===== config.mk =====
export PLATFORM = sky130hd
export DESIGN_NAME = mem_arbiter_flat
export DESIGN_NICKNAME = d
export VERILOG_FILES = /design/src/rtl/mem_arbiter_if.sv /design/src/rtl/mem_arbiter.sv /design/src/flat_wrapper.sv
export SDC_FILE = /design/constraint.sdc
export NUM_CORES = 1
export LEC_CHECK = 0
export CAP_MARGIN = 0
export CORE_MARGIN = 2
export CORE_UTILIZATION = 41
export CTS_CLUSTER_SIZE = 30
export DETAILED_ROUTE_END_ITERATION = 8
export PLACE_DENSITY = 0.85
export SLEW_MARGIN = 25
export SYNTH_ARGS = -nofsm -noshare
export SYNTH_HDL_FRONTEND = slang
export SYNTH_SLANG_ARGS = --single-unit

===== constraint.sdc =====
create_clock -name clock -period 3.1 [get_ports clock]
set_clock_uncertainty 0.2 [all_clocks]
set_input_delay 0.31 -clock clock [delete_from_list [all_inputs] [get_ports clock]]
set_output_delay 0.31 -clock clock [all_outputs]
set_load 0.02 [all_outputs]

===== src/rtl/mem_arbiter_if.sv =====
// Requester, RAM and status bundle for mem_arbiter.
// slave = arbiter side, master = requesters/RAM/environment side.
interface mem_arbiter_if #(
  parameter int ADDR_W = 16,
  parameter int DATA_W = 32
);
  logic              p0_req,   p1_req;
  logic              p0_we,    p1_we;
  logic [ADDR_W-1:0] p0_addr,  p1_addr;
  logic [DATA_W-1:0] p0_wdata, p1_wdata;
  logic              p0_gnt,   p1_gnt;
  logic              p0_done,  p1_done;
  logic [DATA_W-1:0] rdata;
  logic [ADDR_W-1:0] ram_addr;
  logic [DATA_W-1:0] ram_wdata;
  logic              ram_write;
  logic              ram_select;
  logic [DATA_W-1:0] ram_rdata;
  logic              busy;

  modport slave (
    input  p0_req, p1_req, p0_we, p1_we, p0_addr, p1_addr, p0_wdata, p1_wdata, ram_rdata,
    output p0_gnt, p1_gnt, p0_done, p1_done, rdata,
           ram_addr, ram_wdata, ram_write, ram_select, busy
  );

  modport master (
    output p0_req, p1_req, p0_we, p1_we, p0_addr, p1_addr, p0_wdata, p1_wdata, ram_rdata,
    input  p0_gnt, p1_gnt, p0_done, p1_done, rdata,
           ram_addr, ram_wdata, ram_write, ram_select, busy
  );
endinterface


===== src/rtl/mem_arbiter.sv =====
// Two-requester single-port RAM arbiter: IDLE -> ACCESS -> RESP, one access per 3 cycles.
// Define ROUND_ROBIN_EN for alternating priority on contention; otherwise p0 always wins.
module mem_arbiter #(
  parameter int ADDR_W = 16,
  parameter int DATA_W = 32
) (
  input  logic           clock,
  input  logic           reset_n,
  mem_arbiter_if.slave   bus
);

  typedef enum logic [1:0] {
    IDLE   = 2'd0,
    ACCESS = 2'd1,
    RESP   = 2'd2
  } state_e;

  state_e            state_q;
  logic [1:0]        gnt_q, done_q;
  logic              win_q, win_d;       // 1 = requester 1
  logic              ram_sel_q, ram_wr_q;
  logic [ADDR_W-1:0] ram_addr_q;
  logic [DATA_W-1:0] ram_wdata_q, rdata_q;
  logic              any_req;

  assign any_req = bus.p0_req | bus.p1_req;

`ifdef ROUND_ROBIN_EN
  logic last_q;

  always_comb begin
    win_d = ~bus.p0_req;
    if (bus.p0_req && bus.p1_req) win_d = ~last_q;
  end

  always_ff @(posedge clock or negedge reset_n) begin
    if (!reset_n)                        last_q <= 1'b1;
    else if (state_q == IDLE && any_req) last_q <= win_d;
  end
`else
  assign win_d = ~bus.p0_req;
`endif

  // RAM-side strobes come straight from flops so the level-sensitive write never glitches.
  always_ff @(posedge clock or negedge reset_n) begin
    if (!reset_n) begin
      state_q     <= IDLE;
      gnt_q       <= '0;
      done_q      <= '0;
      win_q       <= 1'b0;
      ram_sel_q   <= 1'b0;
      ram_wr_q    <= 1'b0;
      ram_addr_q  <= '0;
      ram_wdata_q <= '0;
      rdata_q     <= '0;
    end else begin
      gnt_q     <= '0;
      done_q    <= '0;
      ram_sel_q <= 1'b0;
      ram_wr_q  <= 1'b0;
      case (state_q)
        IDLE: if (any_req) begin
          state_q     <= ACCESS;
          win_q       <= win_d;
          gnt_q       <= win_d ? 2'b10 : 2'b01;
          ram_sel_q   <= 1'b1;
          ram_wr_q    <= win_d ? bus.p1_we    : bus.p0_we;
          ram_addr_q  <= win_d ? bus.p1_addr  : bus.p0_addr;
          ram_wdata_q <= win_d ? bus.p1_wdata : bus.p0_wdata;
        end
        ACCESS: begin
          state_q <= RESP;
          if (!ram_wr_q) rdata_q <= bus.ram_rdata;
          done_q  <= win_q ? 2'b10 : 2'b01;
        end
        RESP:    state_q <= IDLE;
        default: state_q <= IDLE;
      endcase
    end
  end

  assign bus.p0_gnt     = gnt_q[0];
  assign bus.p1_gnt     = gnt_q[1];
  assign bus.p0_done    = done_q[0];
  assign bus.p1_done    = done_q[1];
  assign bus.rdata      = rdata_q;
  assign bus.ram_addr   = ram_addr_q;
  assign bus.ram_wdata  = ram_wdata_q;
  assign bus.ram_write  = ram_wr_q;
  assign bus.ram_select = ram_sel_q;
  assign bus.busy       = (state_q != IDLE);

endmodule


===== src/flat_wrapper.sv =====
// flat-port wrapper written by rule: the top's interface ports become plain ports
module mem_arbiter_flat 
#(
  parameter int ADDR_W = 16,
  parameter int DATA_W = 32
)
  (clock, reset_n, bus_p0_req, bus_p1_req, bus_p0_we, bus_p1_we, bus_p0_addr, bus_p1_addr, bus_p0_wdata, bus_p1_wdata, bus_ram_rdata, bus_p0_gnt, bus_p1_gnt, bus_p0_done, bus_p1_done, bus_rdata, bus_ram_addr, bus_ram_wdata, bus_ram_write, bus_ram_select, bus_busy);
  mem_arbiter_if #(.ADDR_W(ADDR_W), .DATA_W(DATA_W)) bus_i ();
  input  logic clock;
  input  logic reset_n;
  input wire logic [$bits(bus_i.p0_req)-1:0] bus_p0_req;
  input wire logic [$bits(bus_i.p1_req)-1:0] bus_p1_req;
  input wire logic [$bits(bus_i.p0_we)-1:0] bus_p0_we;
  input wire logic [$bits(bus_i.p1_we)-1:0] bus_p1_we;
  input wire logic [$bits(bus_i.p0_addr)-1:0] bus_p0_addr;
  input wire logic [$bits(bus_i.p1_addr)-1:0] bus_p1_addr;
  input wire logic [$bits(bus_i.p0_wdata)-1:0] bus_p0_wdata;
  input wire logic [$bits(bus_i.p1_wdata)-1:0] bus_p1_wdata;
  input wire logic [$bits(bus_i.ram_rdata)-1:0] bus_ram_rdata;
  output wire logic [$bits(bus_i.p0_gnt)-1:0] bus_p0_gnt;
  output wire logic [$bits(bus_i.p1_gnt)-1:0] bus_p1_gnt;
  output wire logic [$bits(bus_i.p0_done)-1:0] bus_p0_done;
  output wire logic [$bits(bus_i.p1_done)-1:0] bus_p1_done;
  output wire logic [$bits(bus_i.rdata)-1:0] bus_rdata;
  output wire logic [$bits(bus_i.ram_addr)-1:0] bus_ram_addr;
  output wire logic [$bits(bus_i.ram_wdata)-1:0] bus_ram_wdata;
  output wire logic [$bits(bus_i.ram_write)-1:0] bus_ram_write;
  output wire logic [$bits(bus_i.ram_select)-1:0] bus_ram_select;
  output wire logic [$bits(bus_i.busy)-1:0] bus_busy;
  assign bus_i.p0_req = bus_p0_req;
  assign bus_i.p1_req = bus_p1_req;
  assign bus_i.p0_we = bus_p0_we;
  assign bus_i.p1_we = bus_p1_we;
  assign bus_i.p0_addr = bus_p0_addr;
  assign bus_i.p1_addr = bus_p1_addr;
  assign bus_i.p0_wdata = bus_p0_wdata;
  assign bus_i.p1_wdata = bus_p1_wdata;
  assign bus_i.ram_rdata = bus_ram_rdata;
  assign bus_p0_gnt = bus_i.p0_gnt;
  assign bus_p1_gnt = bus_i.p1_gnt;
  assign bus_p0_done = bus_i.p0_done;
  assign bus_p1_done = bus_i.p1_done;
  assign bus_rdata = bus_i.rdata;
  assign bus_ram_addr = bus_i.ram_addr;
  assign bus_ram_wdata = bus_i.ram_wdata;
  assign bus_ram_write = bus_i.ram_write;
  assign bus_ram_select = bus_i.ram_select;
  assign bus_busy = bus_i.busy;
  mem_arbiter #(.ADDR_W(ADDR_W), .DATA_W(DATA_W)) u_core (.clock(clock), .reset_n(reset_n), .bus(bus_i));
endmodule

==> results of run 1 <==
worst min-delay path by stage:
stage                 start                     end  depth (start not counted)
2_1_floorplan       reset_n  u_core.bus.ram_addr[0]                          0
3_3_place_gp   u_core.win_q        u_core.done_q[0]                          1
3_5_place_dp        reset_n  u_core.bus.ram_addr[7]                          1
4_1_cts          bus_p0_req         u_core.gnt_q[1]                          2
5_1_grt          bus_p0_req    u_core.bus.ram_write                          3
6_report         bus_p0_req         u_core.gnt_q[1]                          2
logic make-up (layout without fill, tap and decap cells):
logic type | after synthesis | in the layout | share of synthesized area
AOI/OAI and AO/OA | 4 | 4 | 0.00837
DFF | 89 | 89 | 0.573
muxes | 128 | 128 | 0.379
buffers and inverters | 16 | 242 | 0.0245
and+or+nand+nor | 11 | 11 | 0.0148
layer usage:
layer / vias to the layer above / global-route usage / routed length (um)
met5: - / 0 / 0
met4: 0 / 0.0686 / 138
met1: 1353 / 0.218 / 3820
met3: 11 / 0.0504 / 764
li1: 1321 / - / -
met2: 121 / 0.334 / 5060
cell usage in the layout (no fill, tap or decap), types with 2 or more instances in the layout:
cell and instances:
clkdlybuf4s50_1 218, inv_1 2, mux2_2 117, inv_8 3
nor2_1 3, buf_4 3, a21oi_1 2, nor2_2 2
dfrtp_1 89, inv_6 2, mux2_1 2, and2_1 2
mux2_4 9, clkbuf_8 9, nand2_1 2, clkinv_4 2
through the flow:
stage / utilization / std cells / hold slack [ns] / setup slack, ns / cell area, um2
global route: 0.691 / 603 / 0.236 / 0.855 / 6380
finish: 0.691 / 603 / 0.221 / 0.921 / 6380
global placement: 0.669 / 586 / 0.251 / 0.867 / 6180
CTS: 0.691 / 603 / 0.216 / 0.907 / 6380
detailed placement: 0.669 / 586 / 0.236 / 0.788 / 6180
floorplan: - / 248 / -0.186 / 1.47 / 3890
synth_stat cells:
cell	number	area share
nand2b_1	1	0.0016
mux2_4	9	0.035
nand3b_1	1	0.0019
and2_1	2	0.0032
o21a_1	1	0.0019
dfrtp_1	89	0.57
nor2_1	3	0.0029
inv_1	2	0.0019
a21oi_1	2	0.0026
mux2_2	117	0.34
clkbuf_1	1	0.00096
buf_2	10	0.013
nand2_1	2	0.0019
nor2_2	2	0.0032
o21a_4	1	0.0039
mux2_1	2	0.0058
buf_6	3	0.0087
worst register-to-register path: stages, from the launching register on:
cell and delay, ns:
dfrtp_1 0.41, nor2_2 0.25, o21a_4 0.65, mux2_2 0.44
report_power, final:
part,total (uW),internal (uW),switching (uW)
combinational,3330,1850,1480
sequential,2050,1750,296
clock,775,317,458
total,6150,3920,2230
area by class of cell:
| type | instances | area [um2] |
|---|---|---|
| Clock buffer | 9 | 124 |
| Multi-Input combinational cell | 143 | 1570 |
| Tap cell | 129 | 161 |
| Sequential cell | 89 | 2230 |
| Clock inverter | 7 | 68.8 |
| Timing Repair Buffer | 224 | 2230 |
| Fill cell | 679 | 2860 |
| Inverter | 2 | 7.51 |
sequential cells by signal (all words and copies together) (netlist names):
name and cells:
u_core.state_q 2, u_core.done_q 2, u_core.bus.ram_write 1, u_core.bus.ram_addr 16
u_core.gnt_q 2, u_core.win_q 1, u_core.bus.ram_wdata 32, u_core.bus.rdata 32
u_core.bus.ram_select 1
==> run summary, run 1 <==
Launching element type of the critical path -> register
Worst reg2reg path depth -> 3
Crit. End Element -> primary output
Post-layout minimum cycle time -> 2.18 ns
Worst EP required -> 2.59 ns
Sequential fraction of the synthesis area -> 0.573
CTS clock-pin slew for the worst setup and hold paths -> 0.10 ns
Synthesized Nets -> 382
Worst-margin pin slew -> 0.792 ns
Vias in the first global route -> 2923
R2R Path Start -> u_core.state_q[1]
Power density cells -> 963 nW/um2
Hold WC Path Type -> input pin to register
PostCTS Resize Cnt -> 0
Synthesized cell area -> 3890 um2
Core area -> 9240 um2
RD Place Congestion -> 0.749
P_leak -> 0.00260 uW
Total Negative Setup Slacks -> 0 ns
R2R Path End -> u_core.bus.ram_addr[13]
Outcome -> finished, final reports clean
RSZ-0062 raised after global routing -> no
CP peak stage delay -> 0.56 ns
Grt total ovfl -> 0
Setup violators final -> 0
Largest net degree at the start of global routing -> 90
Die Wd -> 101 um
Synth-to-layout area growth -> 64.2%
I/O pin count -> 221
Fin crit share -> 0.703
Worst skew pair latency -> 0.35 ns
Worst reg-to-reg setup slack -> 1.05 ns
Synth warnings -> 0
FMAX -> 0.459 GHz
Max-cap viol count -> 0
Worst slew margin -> 0.472
CP Launch Point -> u_core.state_q[1]
Cell count after synthesis -> 248
Root Buffer -> clkbuf_8
Family with the most delay on the worst path -> buffers and inverters
Routed via count -> 2806
CP max FO -> 6
Layout cells sized above 1 -> 0.316
Critical-path cell list -> nor2_2, inv_1, clkdlybuf4s50_1
Antenna-violating nets left -> 0
# nets final -> 603
CTS max path bufs -> 2
HPWL after DPL -> 7.45 mm
Yosys cell types -> 17
Critical Path AT -> 1.67 ns
First-pass GRT wire length -> 14.9 mm
Setup repair bufs after CTS -> 0
Tot Pwr -> 6150 uW
Final WL -> 9.78 mm
Chip Height -> 101 um
Syn Area/Cell -> 15.7 um2
# hold bufs at CTS -> 1
Synth Register Bits -> 89
Stages on worst setup path -> 3
Vias per cell -> 4.65
WP buf/inv -> 2
ANT cells -> 0
Drt drc -> 0
Setup Crit Path Kind -> register to primary output
Cell Rows -> 35
Initial antenna violation count -> 0
VDD IR-drop max -> 0.000441 V
Slew Viols, Final -> 0
Gr usage total -> 0.188
First-pass DRT Iterations -> 4
Avg WL per Cell -> 16.2 um
Port Buf Inserts -> 220
Die Footprint -> 10300 um2
Final hold vios -> 0
CTS tree -> done
Clk sinks -> 89
H-tree lvl count -> 3
DRT iter0 DRCs -> 27
Slowest cell on crit path -> clkdlybuf4s50_1
TritonCTS Buffers -> 9
Setup crit end -> bus_busy
Initial core utilization -> 0.421
Note: power is estimated with default switching activity, not from simulation.
==> inputs of run 2 (changes only) <==
Settings changed: CORE_UTILIZATION 41 to 38, PLACE_DENSITY 0.85 to 0.8.
Clock period 3.1 ns to 2.1 ns, I/O delays scaled along.
==> run summary, run 2 (synthesis results as in run 1) <==
Outcome -> finished, final reports clean
Die Footprint -> 11100 um2 (+7.6%)
Drt drc -> 0 (unchanged)
Max-cap viol count -> 0 (unchanged)
CTS max path bufs -> 2 (unchanged)
Port Buf Inserts -> 220 (unchanged)
Family with the most delay on the worst path -> buffers and inverters
CTS tree -> done
Root Buffer -> clkbuf_8
Post-layout minimum cycle time -> 1.99 ns
Antenna-violating nets left -> 0 (unchanged)
Routed via count -> 2852 (+1.6%)
Slowest cell on crit path -> clkdlybuf4s50_1
Total Negative Setup Slacks -> 0 ns (unchanged)
Gr usage total -> 0.183 (-0.00526)
Layout fillers -> 749 (+10%)
Vias in the first global route -> 3211 (+9.9%)
I/O pin count -> 221 (unchanged)
Slew Viols, Final -> 0 (unchanged)
RD Place Congestion -> 0.784 (+4.7%)
Most frequent cells in the layout -> clkdlybuf4s50_1 (218), mux2_2 (117), dfrtp_1 (89)
FMAX -> 0.503 GHz
Worst skew pair latency -> 0.34 ns (about the same)
Most common cell after layout, fill and taps aside -> clkdlybuf4s50_1
WP buf/inv -> 2 (unchanged)
First-pass DRT Iterations -> 3 (-1)
Largest net degree at the start of global routing -> 53 (-41%)
First-pass GRT wire length -> 16.0 mm (+7.6%)
Hold WC Path Type -> input pin to register
ANT cells -> 0 (unchanged)
Grt total ovfl -> 0 (unchanged)
Final hold vios -> 0 (unchanged)
Fin util -> 0.662 (-0.0294)
Final WL -> 9.93 mm (+1.5%)
Cell Rows -> 36 (+2.9%)
RSZ-0062 raised after global routing -> no
Die Wd -> 105 um (+3.7%)
Initial antenna violation count -> 0 (unchanged)
Worst-margin pin slew -> 0.499 ns (-0.293 ns)
Multi-input combinational cell area -> 1570 um2 (+0.32%)
H-tree lvl count -> 3 (unchanged)
CTS clock-pin slew for the worst setup and hold paths -> 0.09 ns (about the same)
Power density cells -> 1440 nW/um2 (+50%)
DRT iter0 DRCs -> 73 (+170%)
Vias per cell -> 4.67 (+0.31%)
Critical Path AT -> 1.58 ns (-0.09 ns)
HPWL after DPL -> 7.60 mm (+2.0%)
Clk sinks -> 89 (unchanged)
Chip Height -> 105 um (+3.7%)
Fin crit share -> 0.947
CP peak stage delay -> 0.55 ns (about the same)
Critical-path cell list -> nor2_4, inv_1, clkdlybuf4s50_1
Worst EP required -> 1.69 ns (-0.90 ns)
P_leak -> 0.00266 uW (+2.1%)
Avg WL per Cell -> 16.3 um (+0.19%)
Synth-to-layout area growth -> 67.9%
Initial core utilization -> 0.394 (-0.0266)
Layout cells sized above 1 -> 0.322 (+0.00572)
CP max FO -> 6 (unchanged)
Core area -> 9860 um2 (+6.8%)
VDD IR-drop max -> 0.000604 V (+37%)
Register area -> 2230 um2 (unchanged)
Worst slew margin -> 0.667 (+0.195)
Setup violators final -> 0 (unchanged)
Launching element type of the critical path -> register
Crit. End Element -> primary output
TritonCTS Buffers -> 9 (unchanged)
Setup Crit Path Kind -> register to primary output
# nets final -> 607 (+0.66%)
-- run 2: cell count changes in the layout (fill, tap and decap cells not counted), sizes merged --
cell / delta
buf: +4
inv: -2
clkinvlp: +1
bufinv: +2
clkinv: -1
-- run 2: timing repair --
item / in CTS / in global routing
hold endpoints to repair: 37 / 0
resized for setup: 0 / 1
hold buffers: 1 / 0
setup endpoints to repair: 0 / 1
buffers inserted: 0 / 0
-- run 2: area by class of cell --
type                    instances  area share
repair buffers                228       0.357
flip-flops and latches         89       0.341
multi-input cells             143       0.241
well taps                     133      0.0255
clock buffers                   9      0.0190
clock inverters                 7      0.0151
inverters                       2     0.00115
-- run 2: path summary, 6_finish.rpt --
check	endpoint	slack [ns]	cells past startpoint	start
hold reg to reg	u_core.done_q[0]	0.26	1	u_core.win_q
hold / removal	u_core.bus.ram_write	0.07	3	bus_p0_req
setup / recovery	bus_busy	0.11	3	u_core.state_q[1]
min in group asynchronous	u_core.bus.ram_wdata[1]	0.17	2	reset_n
max in group asynchronous	u_core.bus.ram_wdata[5]	0.86	3	reset_n
setup reg to reg	u_core.bus.ram_wdata[5]	0.42	4	u_core.state_q[1]
-- run 2: stage by stage --
stage	cell area, um2	std cells	hold slack [ns]	power [uW]	setup WS [ns]
final	6530	611	0.0665	9400	0.111
after global routing	6530	611	0.0658	9900	0.0371
after CTS	6520	611	0.0559	9520	0.0349
after detailed placement	6290	594	0.0117	8180	0.247
after global placement	6290	594	0.00477	8040	0.274
after floorplan	3890	248	-0.286	5720	0.474
-- run 2: worst register-to-register path: stages, from the launching register on --
cell     delay (ns)
dfrtp_1        0.42
nor2_4         0.18
o21a_4         0.18
buf_12         0.20
mux2_2         0.37
-- run 2: layer usage --
metal  part of all wire  vias up  wire, um  GRT usage
li1                   -     1331         -          -
met1               0.39     1385      3890      0.203
met2               0.52      118      5210      0.338
met3              0.061       18       605     0.0424
met4              0.022        0       218     0.0657
met5                  0        -         0          0
-- run 2: power breakdown --
part	switching, uW	internal [uW]	leakage, uW
Clock	614	681	0.000111
Sequential	447	2590	0.00105
Combinational	2230	2850	0.00150
==> inputs of run 3 (changes only) <==
Settings changed: CORE_MARGIN 2 to unset, GPL_TIMING_DRIVEN set to 0.
==> run summary, run 3 (synthesis results as in run 1) <==
Outcome -> finished, final reports clean
Worst skew pair latency -> 0.33 ns (about the same)
Worst-margin pin slew -> 0.487 ns (-0.0121 ns)
R2R Path Start -> u_core.state_q[1]
P_leak -> 0.00267 uW (+0.25%)
TritonCTS Buffers -> 9 (unchanged)
Fin util -> 0.658 (-0.00380)
I/O pin count -> 221 (unchanged)
Layout cells sized above 1 -> 0.330 (+0.00772)
Slowest cell on crit path -> clkdlybuf4s50_1
Max-cap viol count -> 0 (unchanged)
Layout fillers -> 769 (+2.7%)
Worst EP required -> 1.69 ns (about the same)
Largest net degree at the start of global routing -> 53 (unchanged)
Synth-to-layout area growth -> 66.9%
CP max FO -> 6 (unchanged)
Cell Rows -> 36 (unchanged)
Gr usage total -> 0.178 (-0.00527)
Hold depth -> 3 (unchanged)
WP buf/inv -> 2 (unchanged)
Port Buf Inserts -> 219 (-0.45%)
Family with the most delay on the worst path -> buffers and inverters
Crit. End Element -> primary output
Hold Path Sink -> u_core.bus.ram_addr[0]
CTS tree -> done
Design Area, Final -> 6490 um2 (-0.58%)
H-tree lvl count -> 3 (unchanged)
Die Footprint -> 10600 um2 (-3.8%)
Critical-path cell list -> nor2_4, inv_1, clkdlybuf4s50_1
Worst slew margin -> 0.676 (+0.00806)
Setup Crit Path Kind -> register to primary output
RD Place Congestion -> 0.701 (-11%)
Min-delay src -> bus_p0_req
Setup repair bufs after CTS -> 0 (unchanged)
CP peak stage delay -> 0.56 ns (about the same)
R2R Path End -> u_core.bus.rdata[30]
Root Buffer -> clkbuf_8
FMAX -> 0.504 GHz (+0.30%)
Core area -> 9860 um2 (unchanged)
First-pass GRT wire length -> 14.2 mm (-11%)
Power density cells -> 1420 nW/um2 (-1.7%)
Most common cell after layout, fill and taps aside -> clkdlybuf4s50_1
Most frequent cells in the layout -> clkdlybuf4s50_1 (218), mux2_2 (117), dfrtp_1 (89)
Final hold vios -> 0 (unchanged)
Tot Pwr -> 9190 uW (-2.3%)
Setup violators final -> 0 (unchanged)
First-pass DRT Iterations -> 4 (+1)
Post-DP Area -> 6270 um2 (-0.22%)
Grt total ovfl -> 0 (unchanged)
HPWL after DPL -> 7.62 mm (+0.26%)
Clk sinks -> 89 (unchanged)
Post-layout minimum cycle time -> 1.98 ns (-0.00594 ns)
RSZ-0062 raised after global routing -> no
# nets final -> 614 (+1.2%)
Pre-CTS WS -> 0.161 ns (-0.0867 ns)
Launching element type of the critical path -> register
Final WS setup -> 0.117 ns (+0.00594 ns)
Fin crit share -> 0.944 (-0.00283)
VDD IR-drop max -> 0.000670 V (+11%)
Hold WC Path Type -> input pin to register
Routed via count -> 2860 (+0.28%)
Worst reg2reg path depth -> 4 (unchanged)
Hold slack -> 0.131 ns (+0.0641 ns)
Initial core utilization -> 0.394 (unchanged)
Critical Path AT -> 1.57 ns (about the same)
Die Wd -> 103 um (-1.9%)
Stages on worst setup path -> 3 (unchanged)
DRT iter0 DRCs -> 25 (-66%)
CTS clock-pin slew for the worst setup and hold paths -> 0.09 ns (about the same)
Final WL -> 9.64 mm (-3.0%)
CTS max path bufs -> 2 (unchanged)
Vias in the first global route -> 2975 (-7.3%)
Slew Viols, Final -> 0 (unchanged)
Vias per cell -> 4.63 (-0.86%)
Worst reg-to-reg setup slack -> 0.32 ns (-0.10 ns)
Avg WL per Cell -> 15.6 um (-4.1%)
Drt drc -> 0 (unchanged)
Antenna-violating nets left -> 0 (unchanged)
Chip Height -> 103 um (-1.9%)
ANT cells -> 0 (unchanged)
Initial antenna violation count -> 0 (unchanged)
-- run 3: worst max path at each step --
stage,startpoint,endpoint,slack [ns]
4_1_cts,u_core.state_q[1],bus_busy,0.03
5_1_grt,u_core.state_q[1],bus_busy,0.05
2_1_floorplan,u_core.state_q[1],u_core.bus.ram_wdata[22],0.47
3_5_place_dp,bus_p1_req,u_core.bus.ram_wdata[27],0.16
3_3_place_gp,reset_n,u_core.bus.ram_wdata[16],-2.51
6_report,u_core.state_q[1],bus_busy,0.12
-- run 3: layout make-up --
| class | instances | area (um2) | share of cell area |
|---|---|---|---|
| timing repair buffer | 221 | 2230 | 0.344 |
| sequential | 89 | 2230 | 0.343 |
| multi-input combinational | 143 | 1570 | 0.242 |
| tap | 133 | 166 | 0.0256 |
| clock buffer | 9 | 124 | 0.0191 |
| buffer | 14 | 87.6 | 0.0135 |
| clock inverter | 7 | 75.1 | 0.0116 |
| inverter | 2 | 7.51 | 0.00116 |
-- run 3: through the flow --
step	instances	setup TNS (ns)
floorplan	248	0
global placement	600	-223.01
detailed placement	601	0
CTS	618	0
global route	618	0
finish	618	0
-- run 3: layer usage --
layer | GRT usage | routed length [um]
met1 | 0.197 | 3740
met4 | 0.0704 | 187
met5 | 0 | 0
met2 | 0.326 | 5030
met3 | 0.0427 | 674
-- run 3: repair_timing --
action | CTS | global route
setup endpoints to repair | 0 | 1
endpoints found under the hold margin | 89 | 0
resized for setup | 0 | 1
hold buffers | 1 | 0
-- run 3: where the power goes --
group          leakage (uW)  switching [uW]  internal (uW)
registers           0.00105             426           2580
clock network      0.000104             615            562
logic               0.00151            2200           2800
-- run 3: worst min-delay path, delay by kind of cell --
| kind | cells | cell delay [ns] |
|---|---|---|
| buffers and inverters | 1 | 0.13 |
| multiplexers | 2 | 0.30 |
